==> src/rtl/mul_div_unit_if.sv <==
// Operand/result bundle between decode/execute and the iterative multiply/divide unit.
// master drives requests; slave is the unit itself.
interface mul_div_unit_if #(
  parameter int unsigned WIDTH = 32
);
  logic             start;
  logic [1:0]       op;
  logic [WIDTH-1:0] input1;
  logic [WIDTH-1:0] input2;
  logic             flush;
  logic             busy;
  logic             done;
  logic             divByZero;
  logic [WIDTH-1:0] hi;
  logic [WIDTH-1:0] lo;

  modport master (
    output start, op, input1, input2, flush,
    input  busy, done, divByZero, hi, lo
  );

  modport slave (
    input  start, op, input1, input2, flush,
    output busy, done, divByZero, hi, lo
  );
endinterface

==> src/rtl/mul_div_unit.sv <==
// Iterative multiply/divide unit: one shift-add or restoring shift-subtract step per cycle,
// signed ops run on magnitudes with the sign fixed up when HI/LO are written.
module mul_div_unit #(
  parameter int unsigned WIDTH = 32
) (
  input logic           clk,
  input logic           rst,
  mul_div_unit_if.slave bus
);
  localparam int unsigned CntW = $clog2(WIDTH);

  typedef enum logic [1:0] {StIdle, StRun, StZero} state_e;

  state_e             state_q, state_d;
  logic [CntW-1:0]    cnt_q, cnt_d;
  logic [2*WIDTH-1:0] acc_q, acc_d;
  logic [WIDTH:0]     a_q, a_d;
  logic               is_div_q, is_div_d;
  logic               neg_lo_q, neg_lo_d;
  logic               neg_hi_q, neg_hi_d;
  logic [WIDTH-1:0]   hi_q, hi_d;
  logic [WIDTH-1:0]   lo_q, lo_d;
  logic               dbz_q, dbz_d;
  logic               done_q, done_d;

  // Operand magnitudes; the magnitude of the most negative value still fits as unsigned.
  logic             s1, s2;
  logic [WIDTH-1:0] mag1, mag2;
  assign s1   = bus.op[0] & bus.input1[WIDTH-1];
  assign s2   = bus.op[0] & bus.input2[WIDTH-1];
  assign mag1 = s1 ? -bus.input1 : bus.input1;
  assign mag2 = s2 ? -bus.input2 : bus.input2;

  // Multiply: acc = {partial product, remaining multiplier}, shifted right each step.
  // Divide:   acc = {remainder, dividend bits / quotient bits}, shifted left each step.
  logic [WIDTH:0]     mul_sum;
  logic [WIDTH:0]     div_sh;
  logic [WIDTH+1:0]   div_trial;
  logic               div_ok;
  logic [2*WIDTH-1:0] step;
  logic [2*WIDTH-1:0] prod;
  logic [WIDTH-1:0]   quo, rem;
  logic               unused_trial;

  assign mul_sum      = {1'b0, acc_q[2*WIDTH-1:WIDTH]} + (acc_q[0] ? a_q : '0);
  assign div_sh       = acc_q[2*WIDTH-1:WIDTH-1];
  assign div_trial    = {1'b0, div_sh} - {1'b0, a_q};
  assign div_ok       = ~div_trial[WIDTH+1];
  assign unused_trial = div_trial[WIDTH];
  assign step = is_div_q ? {(div_ok ? div_trial[WIDTH-1:0] : div_sh[WIDTH-1:0]),
                            acc_q[WIDTH-2:0], div_ok}
                         : {mul_sum, acc_q[WIDTH-1:1]};
  assign prod = neg_lo_q ? -step : step;
  assign quo  = neg_lo_q ? -step[WIDTH-1:0] : step[WIDTH-1:0];
  assign rem  = neg_hi_q ? -step[2*WIDTH-1:WIDTH] : step[2*WIDTH-1:WIDTH];

  always_comb begin
    state_d  = state_q;
    cnt_d    = cnt_q;
    acc_d    = acc_q;
    a_d      = a_q;
    is_div_d = is_div_q;
    neg_lo_d = neg_lo_q;
    neg_hi_d = neg_hi_q;
    hi_d     = hi_q;
    lo_d     = lo_q;
    dbz_d    = dbz_q;
    done_d   = 1'b0;
    unique case (state_q)
      StIdle: begin
        if (bus.start && !bus.flush) begin
          is_div_d = bus.op[1];
          neg_lo_d = s1 ^ s2;
          neg_hi_d = s1;
          dbz_d    = 1'b0;
          cnt_d    = '0;
          if (!bus.op[1]) begin
            a_d     = {1'b0, mag1};
            acc_d   = {{WIDTH{1'b0}}, mag2};
            state_d = StRun;
          end else if (bus.input2 == '0) begin
            // Raw dividend is kept so HI can report it unchanged.
            acc_d   = {{WIDTH{1'b0}}, bus.input1};
            state_d = StZero;
          end else begin
            a_d     = {1'b0, mag2};
            acc_d   = {{WIDTH{1'b0}}, mag1};
            state_d = StRun;
          end
        end
      end
      StRun: begin
        if (bus.flush) begin
          state_d = StIdle;
        end else begin
          acc_d = step;
          cnt_d = cnt_q + CntW'(1);
          if (cnt_q == CntW'(WIDTH - 1)) begin
            hi_d    = is_div_q ? rem : prod[2*WIDTH-1:WIDTH];
            lo_d    = is_div_q ? quo : prod[WIDTH-1:0];
            done_d  = 1'b1;
            state_d = StIdle;
          end
        end
      end
      StZero: begin
        state_d = StIdle;
        if (!bus.flush) begin
          hi_d   = acc_q[WIDTH-1:0];
          lo_d   = '1;
          dbz_d  = 1'b1;
          done_d = 1'b1;
        end
      end
      default: state_d = StIdle;
    endcase
  end

  always_ff @(posedge clk) begin
    if (rst) begin
      state_q  <= StIdle;
      cnt_q    <= '0;
      acc_q    <= '0;
      a_q      <= '0;
      is_div_q <= 1'b0;
      neg_lo_q <= 1'b0;
      neg_hi_q <= 1'b0;
      hi_q     <= '0;
      lo_q     <= '0;
      dbz_q    <= 1'b0;
      done_q   <= 1'b0;
    end else begin
      state_q  <= state_d;
      cnt_q    <= cnt_d;
      acc_q    <= acc_d;
      a_q      <= a_d;
      is_div_q <= is_div_d;
      neg_lo_q <= neg_lo_d;
      neg_hi_q <= neg_hi_d;
      hi_q     <= hi_d;
      lo_q     <= lo_d;
      dbz_q    <= dbz_d;
      done_q   <= done_d;
    end
  end

  assign bus.busy      = (state_q != StIdle);
  assign bus.done      = done_q;
  assign bus.divByZero = dbz_q;
  assign bus.hi        = hi_q;
  assign bus.lo        = lo_q;
endmodule

==> src/flat_wrapper.sv <==
// flat-port wrapper written by rule: the top's interface ports become plain ports
module mul_div_unit_flat 
#(
  parameter int unsigned WIDTH = 32
)
  (clk, rst, bus_start, bus_op, bus_input1, bus_input2, bus_flush, bus_busy, bus_done, bus_divByZero, bus_hi, bus_lo);
  mul_div_unit_if #(.WIDTH(WIDTH)) bus_i ();
  input logic clk;
  input logic rst;
  input wire logic [$bits(bus_i.start)-1:0] bus_start;
  input wire logic [$bits(bus_i.op)-1:0] bus_op;
  input wire logic [$bits(bus_i.input1)-1:0] bus_input1;
  input wire logic [$bits(bus_i.input2)-1:0] bus_input2;
  input wire logic [$bits(bus_i.flush)-1:0] bus_flush;
  output wire logic [$bits(bus_i.busy)-1:0] bus_busy;
  output wire logic [$bits(bus_i.done)-1:0] bus_done;
  output wire logic [$bits(bus_i.divByZero)-1:0] bus_divByZero;
  output wire logic [$bits(bus_i.hi)-1:0] bus_hi;
  output wire logic [$bits(bus_i.lo)-1:0] bus_lo;
  assign bus_i.start = bus_start;
  assign bus_i.op = bus_op;
  assign bus_i.input1 = bus_input1;
  assign bus_i.input2 = bus_input2;
  assign bus_i.flush = bus_flush;
  assign bus_busy = bus_i.busy;
  assign bus_done = bus_i.done;
  assign bus_divByZero = bus_i.divByZero;
  assign bus_hi = bus_i.hi;
  assign bus_lo = bus_i.lo;
  mul_div_unit #(.WIDTH(WIDTH)) u_core (.clk(clk), .rst(rst), .bus(bus_i));
endmodule
==> config.mk <==
export PLATFORM = sky130hd
export DESIGN_NAME = mul_div_unit_flat
export DESIGN_NICKNAME = d
export VERILOG_FILES = /design/src/rtl/mul_div_unit_if.sv /design/src/rtl/mul_div_unit.sv /design/src/flat_wrapper.sv
export SDC_FILE = /design/constraint.sdc
export NUM_CORES = 1
export LEC_CHECK = 0
export CAP_MARGIN = 20
export CELL_PAD_IN_SITES_DETAIL_PLACEMENT = 1
export CELL_PAD_IN_SITES_GLOBAL_PLACEMENT = 2
export CORE_ASPECT_RATIO = 1.75
export CORE_MARGIN = 2
export CORE_UTILIZATION = 34
export DETAILED_ROUTE_END_ITERATION = 6
export PLACE_DENSITY_LB_ADDON = 0.1
export SLEW_MARGIN = 20
export SYNTH_ARGS = -nofsm -noshare
export SYNTH_HDL_FRONTEND = slang
export SYNTH_SLANG_ARGS = --single-unit
==> constraint.sdc <==
create_clock -name clk -period 5.6 [get_ports clk]
set_clock_uncertainty 0.15 [all_clocks]
set_input_delay 1.12 -clock clk [delete_from_list [all_inputs] [get_ports clk]]
set_output_delay 1.12 -clock clk [all_outputs]
set_load 0.005 [all_outputs]
# After elaboration in Yosys (flattened, before gate mapping)
# Cells that the tools add are included.
dict set report word_totals {
  ff_bits 173
  latchBits 0
  ramBits 0
  mem_bits_ro 0
  word_cells 87
  mem_count 0
}
dict set report op_classes {
  addsub 8
  n_mul 0
  n_div 0
  magnitude_cmp 0
  eq_ne 9
  n_shift 0
  muxes 41
  bitwise 4
  n_reduce_logical 14
}
# cell n
set ops {}
lappend ops {{$mux 32} 14}
lappend ops {{$mux 64} 5}
lappend ops {{$neg 32->32} 4}
lappend ops {{$pmux 32 s2} 2}
lappend ops {{$pmux 64 s2} 1}
lappend ops {{$mux 33} 3}
lappend ops {{$neg 64->64} 1}
lappend ops {{$sub 33x33->34} 1}
lappend ops {{$add 32x33->33} 1}
lappend ops {{$logic_not 32->1} 1}
lappend ops {{$mux 2} 5}
lappend ops {{$mux 5} 2}
lappend ops {{$pmux 5 s2} 1}
lappend ops {{$reduce_and 3->1} 3}
lappend ops {{$reduce_bool 2->1} 4}
lappend ops {{$ne 2x2->1 const B} 3}
lappend ops {{$add 5x1->5 const B} 1}
lappend ops {{$eq 5x5->1 const B} 1}
lappend ops {{$mux 1} 5}
lappend ops {{$ne 2x1->1 const B} 2}
lappend ops {{$pmux 1 s2} 2}
lappend ops {{$pmux 2 s2} 1}
lappend ops {{$reduce_and 2->1} 2}
lappend ops {{$reduce_and 4->1} 1}
lappend ops {{9 further kinds} 10}

# Logic depth before layout (Yosys ltp)
dict set report logic_depth {
  ltp_word 9
  mapped_depth 22
  mapped_depth_nobuf 20
}

# Least setup slack after synthesis
# OpenSTA, ideal clock, no wires.
dict set report synth_path {
  path_type {register to register}
  startpoint {reg u_core.acc_q[0]}
  endpoint {reg u_core.hi_q[31] (netlist: u_core.bus.hi[31])}
  arrival_time_ns 4.205
  required_ns 5.381
  slack_ns 1.176
  stages_incl_launch_ff 18
  cell_sequence {dfxtp_1 clkbuf_1 and2_1 ha_1 fa_1 a21o_1 a221o_1 a21oi_1 o31ai_1 o22ai_1 mux2i_1 nand3_1 or4b_1 or3_4 nor4b_2 o22ai_1 xor2_1 o21ai_1}
}
dict set report synth_via {
  elab_chain_len 9
  elab_cells_between_ends 11
  classes_between {add/sub (3); mux (8)}
}
# item line
set synth_rtl {}
lappend synth_rtl {{start, declared} mul_div_unit.sv:16} ;# logic [2*WIDTH-1:0] acc_q, acc_d;
lappend synth_rtl {{start signal, assigned} mul_div_unit.sv:123} ;# acc_q <= '0;
lappend synth_rtl {{start signal, assigned} mul_div_unit.sv:135} ;# acc_q <= acc_d;
lappend synth_rtl {{$mux 33} mul_div_unit.sv:45} ;# assign mul_sum = {1'b0, acc_q[2*WIDTH-1:WIDTH]} + (acc_q[0] ? a_q : '0);
lappend synth_rtl {{$add 32x33->33} mul_div_unit.sv:45}
lappend synth_rtl {{$mux 64 (*)} mul_div_unit.sv:50} ;# assign step = is_div_q ? {(div_ok ? div_trial[WIDTH-1:0] : div_sh[WIDTH-1:0]),
lappend synth_rtl {{$neg 64->64 or $neg 32->32 (tied branches)} {mul_div_unit.sv:53, mul_div_unit.sv:55}}
lappend synth_rtl {{$mux 64 or $mux 32 (tied branches)} {mul_div_unit.sv:53, mul_div_unit.sv:55}}
lappend synth_rtl {{$mux 32 (*)} mul_div_unit.sv:99} ;# hi_d = is_div_q ? rem : prod[2*WIDTH-1:WIDTH];
lappend synth_rtl {{$mux 32 (*)} mul_div_unit.sv:98} ;# if (cnt_q == CntW'(WIDTH - 1)) begin
lappend synth_rtl {{$mux 32 (*)} mul_div_unit.sv:93} ;# if (bus.flush) begin
lappend synth_rtl {{$pmux 32 s2 (*)} mul_div_unit.sv:69} ;# unique case (state_q)
lappend synth_rtl {{end signal, assigned} mul_div_unit.sv:140} ;# hi_q <= hi_d;
lappend synth_rtl {{end, declared} mul_div_unit.sv:21} ;# logic [WIDTH-1:0] hi_q, hi_d;
# Every way passes the cells marked *; elsewhere a longest branch is shown, timed or not. The select of a mux whose other input is x is not followed.
# A chain may end at the register's enable or synchronous reset.

# Worst setup path after layout
dict set report layout_path {
  startpoint {reg u_core.a_q[29]}
  endpoint {reg u_core.hi_q[26] (netlist: u_core.bus.hi[26])}
}
dict set report layout_via {
  elab_chain_len 9
  elab_cells_between_ends 12
  classes_between {add/sub (3); mux (8); bitwise (1)}
}
# item line
set layout_rtl {}
lappend layout_rtl {{start, declared} mul_div_unit.sv:17} ;# logic [WIDTH:0] a_q, a_d;
lappend layout_rtl {{start signal, assigned} mul_div_unit.sv:124} ;# a_q <= '0;
lappend layout_rtl {{start signal, assigned} mul_div_unit.sv:136} ;# a_q <= a_d;
lappend layout_rtl {{$sub 33x33->34 (*)} mul_div_unit.sv:47} ;# assign div_trial = {1'b0, div_sh} - {1'b0, a_q};
lappend layout_rtl {{$mux 32 or $not 1->1 (tied branches)} {mul_div_unit.sv:50, mul_div_unit.sv:48}}
lappend layout_rtl {{$mux 64 (*)} mul_div_unit.sv:50}
lappend layout_rtl {{$neg 64->64 or $neg 32->32 (tied branches)} {mul_div_unit.sv:53, mul_div_unit.sv:55}}
lappend layout_rtl {{$mux 64 or $mux 32 (tied branches)} {mul_div_unit.sv:53, mul_div_unit.sv:55}}
lappend layout_rtl {{$mux 32 (*)} mul_div_unit.sv:99}
lappend layout_rtl {{$mux 32 (*)} mul_div_unit.sv:98}
lappend layout_rtl {{$mux 32 (*)} mul_div_unit.sv:93}
lappend layout_rtl {{$pmux 32 s2 (*)} mul_div_unit.sv:69}
# Marked as above.

==> results.json <==
{
  "path_buf_inv": 2,
  "firstDrtPassIters": 5,
  "clock_path_buffers": 2,
  "synth.top_cells.by_count": "nand2_1 (260), nor2_1 (258), a21oi_1 (248)",
  "max_slew.worst_pin.slew_ns": 1.08,
  "hold_slack_ns": 0.307,
  "synthCells": 2290,
  "synth_cell_types": 98,
  "yosysMostFrequentCell": "nand2_1",
  "syn_area_per_cell_um2": 7.05,
  "postLayoutCoreUtil_pct": 41.0,
  "status": "completed",
  "clockPowerShare_pct": 32.3,
  "fin_ws_ns": 0.189,
  "cp-end-kind": "flip-flop",
  "pre_cts_ws_ns": -0.499,
  "yosys.area.top_type": "dfxtp_1",
  "first_global_vias": 19421,
  "drt-initial-drc-count": 1051,
  "switching_share_pct": 40.0,
  "ctsRootBufferMaster": "clkbuf_16",
  "fmax_mhz": 185,
  "p_comb_share_pct": 34.1,
  "worst_r2r_path_depth": 19,
  "min_path_cells": 2,
  "via_per_inst": 6.02,
  "dpl.hpwl_mm": 65.9,
  "worst_ir_drop_vdd_mv": 0.191,
  "tritoncts": "built",
  "setup_tns_ns": 0,
  "synth_area_um2": 16200,
  "yosysSeqAreaShare_pct": 21.3,
  "gp_congestion": 0.941,
  "async_reset_ff_share_pct": 0,
  "synth_enable_flop_cells": 0,
  "antenna-diode-count": 0,
  "synth_area_leaders": "dfxtp_1 (21%), a21oi_1 (7.7%), nand2_1 (6.0%)",
  "dpl_cell_area_um2": 18600,
  "path_cells": "inv_1, ha_1, nand4b_1, inv_1, a2111oi_4, o21a_4, a31o_4, ha_1, and2_1, nand4_1, nor2_2, nand4_1, o21ai_2, and3_2, nor2_1, nor4_4, a21oi_2, xor2_1, a2111oi_2",
  "die_h_um": 292,
  "syn2layout_area_growth_pct": 19.1,
  "ant_nets": 0,
  "wl_mm": 82.8,
  "grt-ovfl-total": 0,
  "route.detailed.drc": 0,
  "maxCapViolCount": 0,
  "power_leakage_nw": 7.35,
  "setup_viol": 0,
  "fp-row-count": 105,
  "yosys_warnings": 0,
  "required_ns": 5.80,
  "grt_max_degree": 75,
  "holdCritStartpoint": "u_core.bus.hi[24]",
  "yosys_register_bits": 172,
  "clock_sinks": 172,
  "cts_buffers": 17,
  "power_density_nw_per_um2": 203,
  "fin_crit_ns": 5.41,
  "core_um2": 46900,
  "port-buffer-count": 136,
  "drive_gt1_share_pct": 10.0,
  "r2r_start": "u_core.a_q[29]",
  "seqPwrFrac_pct": 33.7,
  "h-tree-depth": 4,
  "die_w_um": 169,
  "max_stage_delay_ns": 0.51,
  "critPathLaunchType": "flip-flop",
  "fillers": 5941,
  "cp_slowest_cell": "dfxtp_1",
  "dieArea_um2": 49300,
  "pin_count": 137,
  "cp_top_family": "simple AND/OR/NAND/NOR gates",
  "synth_top_area_share_pct": 21.3,
  "worst_hold_path_type": "reg -> reg",
  "cts_hold_buf": 0,
  "slew_viol_final": 0,
  "ys.flop_type": "dfxtp_1",
  "start_util_pct": 34.4,
  "regToRegSetupSlack_ns": 0.19,
  "finalHoldViolCount": 0,
  "grt_setup_unrepaired": "false",
  "final_area_um2": 19200,
  "vias": 18198,
  "final_net_count": 2565,
  "cp.arrival_ns": 5.61,
  "path_class": "reg -> reg",
  "relSlewSlack_pct": 28.3,
  "hold_path_end": "u_core.bus.hi[24]",
  "grt_pass1_wl_mm": 123,
  "r2r_end": "u_core.bus.hi[26]",
  "clk_pin_slew_ns": 0.08,
  "track_usage_pct": 33.3,
  "intPower_mw": 2.34,
  "clock_latency_ns": 0.47,
  "power_switching_mw": 1.56,
  "antenna_found_initial": 0,
  "wl_per_cell_um": 27.4,
  "fin_crit_sh_pct": 96.6,
  "syn_nets": 2435,
  "cp_max_fo": 10
}
==> metal layers <==
metal | vias to the layer above | share of wire, % | global-route usage, %
met5 | - | 0 | 0
met4 | 0 | 8.6 | 25.0
met3 | 213 | 2.9 | 3.54
met2 | 474 | 52 | 62.3
met1 | 8977 | 36 | 33.5
li1 | 8534 | - | -
==> layout by cell type, fill, tap and decap left out, types with 20 or more instances in the layout <==
cell type        netlist  layout
o21ai_0              175     174
a211oi_1              42      42
or3_1                 27      27
and3_1                21      20
o211ai_1              27      27
mux2i_1               41      41
nor2_1               258     254
nand2_1              260     260
buf_4                  4     126
clkdlybuf4s50_1        0     134
ha_1                  73      72
dfxtp_1              172     171
nand3_1               50      49
a21o_1                23      23
nand4_1               26      26
a31oi_1               44      44
xor2_1                75      75
and2_1                54      54
xnor2_1              104     103
inv_1                 60      60
nor3_1                56      56
a21oi_1              248     247
==> worst register-to-register path, delay by kind of cell, from the launching register on <==
family / cells / cell delay, ns
compound gates: 6 / 1.77
xor+xnor: 1 / 0.21
fa+ha+maj: 2 / 0.58
buf+inv: 2 / 0.27
flops: 1 / 0.51
simple gates: 8 / 1.80
==> power groups by stage <==
stage | combinational [mW] | sequential, mW | clock (mW)
2_1_floorplan | 0.773 | 1.31 | 0
3_3_place_gp | 1.29 | 1.34 | 0
3_5_place_dp | 1.30 | 1.34 | 0
4_1_cts | 1.31 | 1.31 | 1.28
5_1_grt | 1.41 | 1.32 | 1.32
6_report | 1.33 | 1.31 | 1.26
==> worst max-delay path by stage <==
stage | start | endpoint | depth (start not counted)
floorplan | u_core.acc_q[0] | u_core.bus.hi[31] | 17
finish | u_core.a_q[29] | u_core.bus.hi[26] | 19
global placement | u_core.a_q[29] | u_core.bus.hi[18] | 20
global route | u_core.a_q[6] | u_core.bus.hi[26] | 20
detailed placement | u_core.a_q[29] | u_core.bus.hi[18] | 20
CTS | u_core.a_q[29] | u_core.bus.hi[26] | 19
==> kinds of logic (layout without fill, tap and decap cells) <==
group | count (synthesis) | count (layout) | share of synthesized area [%]
and+or+nand+nor | 849 | 849 | 24.9
AOI/OAI and AO/OA | 748 | 748 | 29.4
buffers and inverters | 214 | 357 | 5.38
xor gates and xnor gates | 179 | 179 | 9.70
DFF | 172 | 172 | 21.3
adders and majority gates | 75 | 75 | 5.90
muxes | 53 | 53 | 3.38
==> sequential cells by signal, indices dropped and copies added, names as in the netlist <==
register / flops
u_core.neg_lo_q: 1
u_core.state_q: 2
u_core.bus.hi: 32
u_core.is_div_q: 1
u_core.bus.lo: 32
u_core.bus.done: 1
u_core.bus.divByZero: 1
u_core.acc_q: 64
u_core.cnt_q: 5
u_core.a_q: 32
u_core.neg_hi_q: 1
==> cell type report <==
class / count / area (um2) / area share (%)
Clock buffer: 18 / 439 / 2.28
Timing Repair Buffer: 261 / 2310 / 12.0
Inverter: 64 / 240 / 1.25
Clock inverter: 14 / 153 / 0.794
Tap cell: 588 / 736 / 3.83
Multi-Input combinational cell: 1904 / 11900 / 61.9
Sequential cell: 172 / 3450 / 17.9
==> metrics by stage <==
step                cells  power (mW)
finish               3021        3.90
global route         3021        4.05
CTS                  3020        3.91
detailed placement   2988        2.64
global placement     2988        2.63
floorplan            2290        2.08
==> repair_timing <==
item	CTS	global route
setup buffers	0	1
pin swaps	0	1
endpoints found under the setup margin	15	6
resized for setup	6	4
(Power assumes the default switching activity.)
==> variant, RTL diff (config.mk and constraints unchanged) <==
Take the reset off `hi_q` and load it in a clocked block of its own.
--- a/src/rtl/mul_div_unit.sv
+++ b/src/rtl/mul_div_unit.sv
@@ -126,5 +126,4 @@
       neg_lo_q <= 1'b0;
       neg_hi_q <= 1'b0;
-      hi_q     <= '0;
       lo_q     <= '0;
       dbz_q    <= 1'b0;
@@ -138,9 +137,12 @@
       neg_lo_q <= neg_lo_d;
       neg_hi_q <= neg_hi_d;
-      hi_q     <= hi_d;
       lo_q     <= lo_d;
       dbz_q    <= dbz_d;
       done_q   <= done_d;
     end
+  end
+
+  always_ff @(posedge clk) begin
+    hi_q <= hi_d;
   end
 
Function: differs if rst is asserted again (counterexample within 4 cycles, from zero or initial values and one cycle with rst high); with rst held inactive, the same outputs for 4 cycles.
==> variant against the unedited design <==
Count of clock-buffer cells in the layout increased by 3. Combinational power increased by 23%. Setup slack improved by 15 ps. Cell area increased by 5.3%. Power increased by 9.9%. Wire length about the same. Sequential share of layout area increased by 0.68 points. Sequential cell count unchanged. Synthesized cell count decreased by 4.5%. Area after synthesis increased by 0.59%. Core utilization increased by 1.6 points. Fmax increased by 0.27%. Critical path type unchanged. Largest power group unchanged.
==> variant: results <==
[power_and_ir_drop]
switching_share = 0.3955
ir_worst_vdd_mv = 0.1920
p_leak_nw = 8.000

[synthesis]
yosysSeqAreaShare = 0.2316
ys_top_cells_by_area = "dfxtp_1 17%, nor2_1 6.4%, edfxtp_1 5.9%"
synthMuxAreaShare = 0.04258
syn_avg_cell_area_um2 = 7.433
synthXorXnorAreaFrac = 0.09217
synth_fa_ha_area_frac = 0.05867
synth_edf_count = 32
synth_commonest_cells = "276 x nor2_1, 225 x nand2_1, 162 x a21oi_1"

[min_path]
worstHoldEndpoint = "u_core.a_q[13]"
min_from = "u_core.a_q[13]"

[clock_network]
cts_resized = 0

[placement]
dp_slack_ps = 174.2
place_hpwl_um = 66600
post-place-cells = 3019
gp_congestion = 0.9345

[global_route]
grt_max_degree = 69
track_usage = 0.3308
grt_antenna_before_repair = 2

[route]
drt_iter0_drc = 1010
via_count = 18260

[cells_and_area]
fillCellCount = 5924
num-nets-final = 2590
area_delta_synth_final_pct = 24.61

[setup_path]
r2r_cells = 17

[sta]
worstMarginPinSlew_ps = 1053

[outcome]
status = "finished, final reports clean"
## variant: cell count changes in the layout (fill, tap and decap cells not counted), sizes merged, moves of 13 or more
cell    change
buf       +115
a21oi      -88
o21ai      -77
nand2      -37
dfxtp      -32
edfxtp     +32
a211oi     +29
xnor2      -20
nor2       +18
mux2       +15
nor3       +13
o211ai     +13
## variant: critical path: stages (launching register included)
cell and delay, ps:
dfxtp_1 350, inv_1 60, ha_1 310, a21o_1 220, a31o_1 240, o211a_4 280
o31a_2 340, buf_4 200, a2111oi_0 400, a211o_1 240, a21boi_0 290, ha_1 270
nand2_1 160, or4b_1 640, or3_1 430, o31ai_1 280, and3b_1 200, o31ai_1 70
## variant: how the worst max path moves through the flow
stage                        end  slack, ps  cells past startpoint
2_1_floorplan  u_core.bus.hi[14]         30                     21
3_3_place_gp    u_core.bus.hi[6]        280                     21
3_5_place_dp    u_core.bus.hi[6]        170                     21
4_1_cts         u_core.bus.hi[6]        160                     21
5_1_grt        u_core.bus.hi[29]          6                     18
6_report       u_core.bus.hi[30]        200                     17
## variant: layout make-up
class / count / share of cell area
clock inverters: 11 / 0.006056
multi-input cells: 1804 / 0.5768
repair buffers: 376 / 0.1574
well taps: 594 / 0.03671
flip-flops and latches: 172 / 0.1861
inverters: 74 / 0.01372
clock buffers: 21 / 0.02330
## variant: routing by layer
layer / wire (um) / GRT usage
met5: 11 / 0
met4: 7553 / 0.2547
met3: 2774 / 0.03394
met1: 30640 / 0.3487
met2: 41810 / 0.5978
## variant: power groups by stage
stage	logic, mW	clock network [mW]	registers [mW]
after detailed placement	1.61	0	1.41
after CTS	1.62	1.30	1.38
final	1.63	1.27	1.38
after global routing	1.74	1.33	1.39
after global placement	1.59	0	1.40
after floorplan	0.935	0	1.37
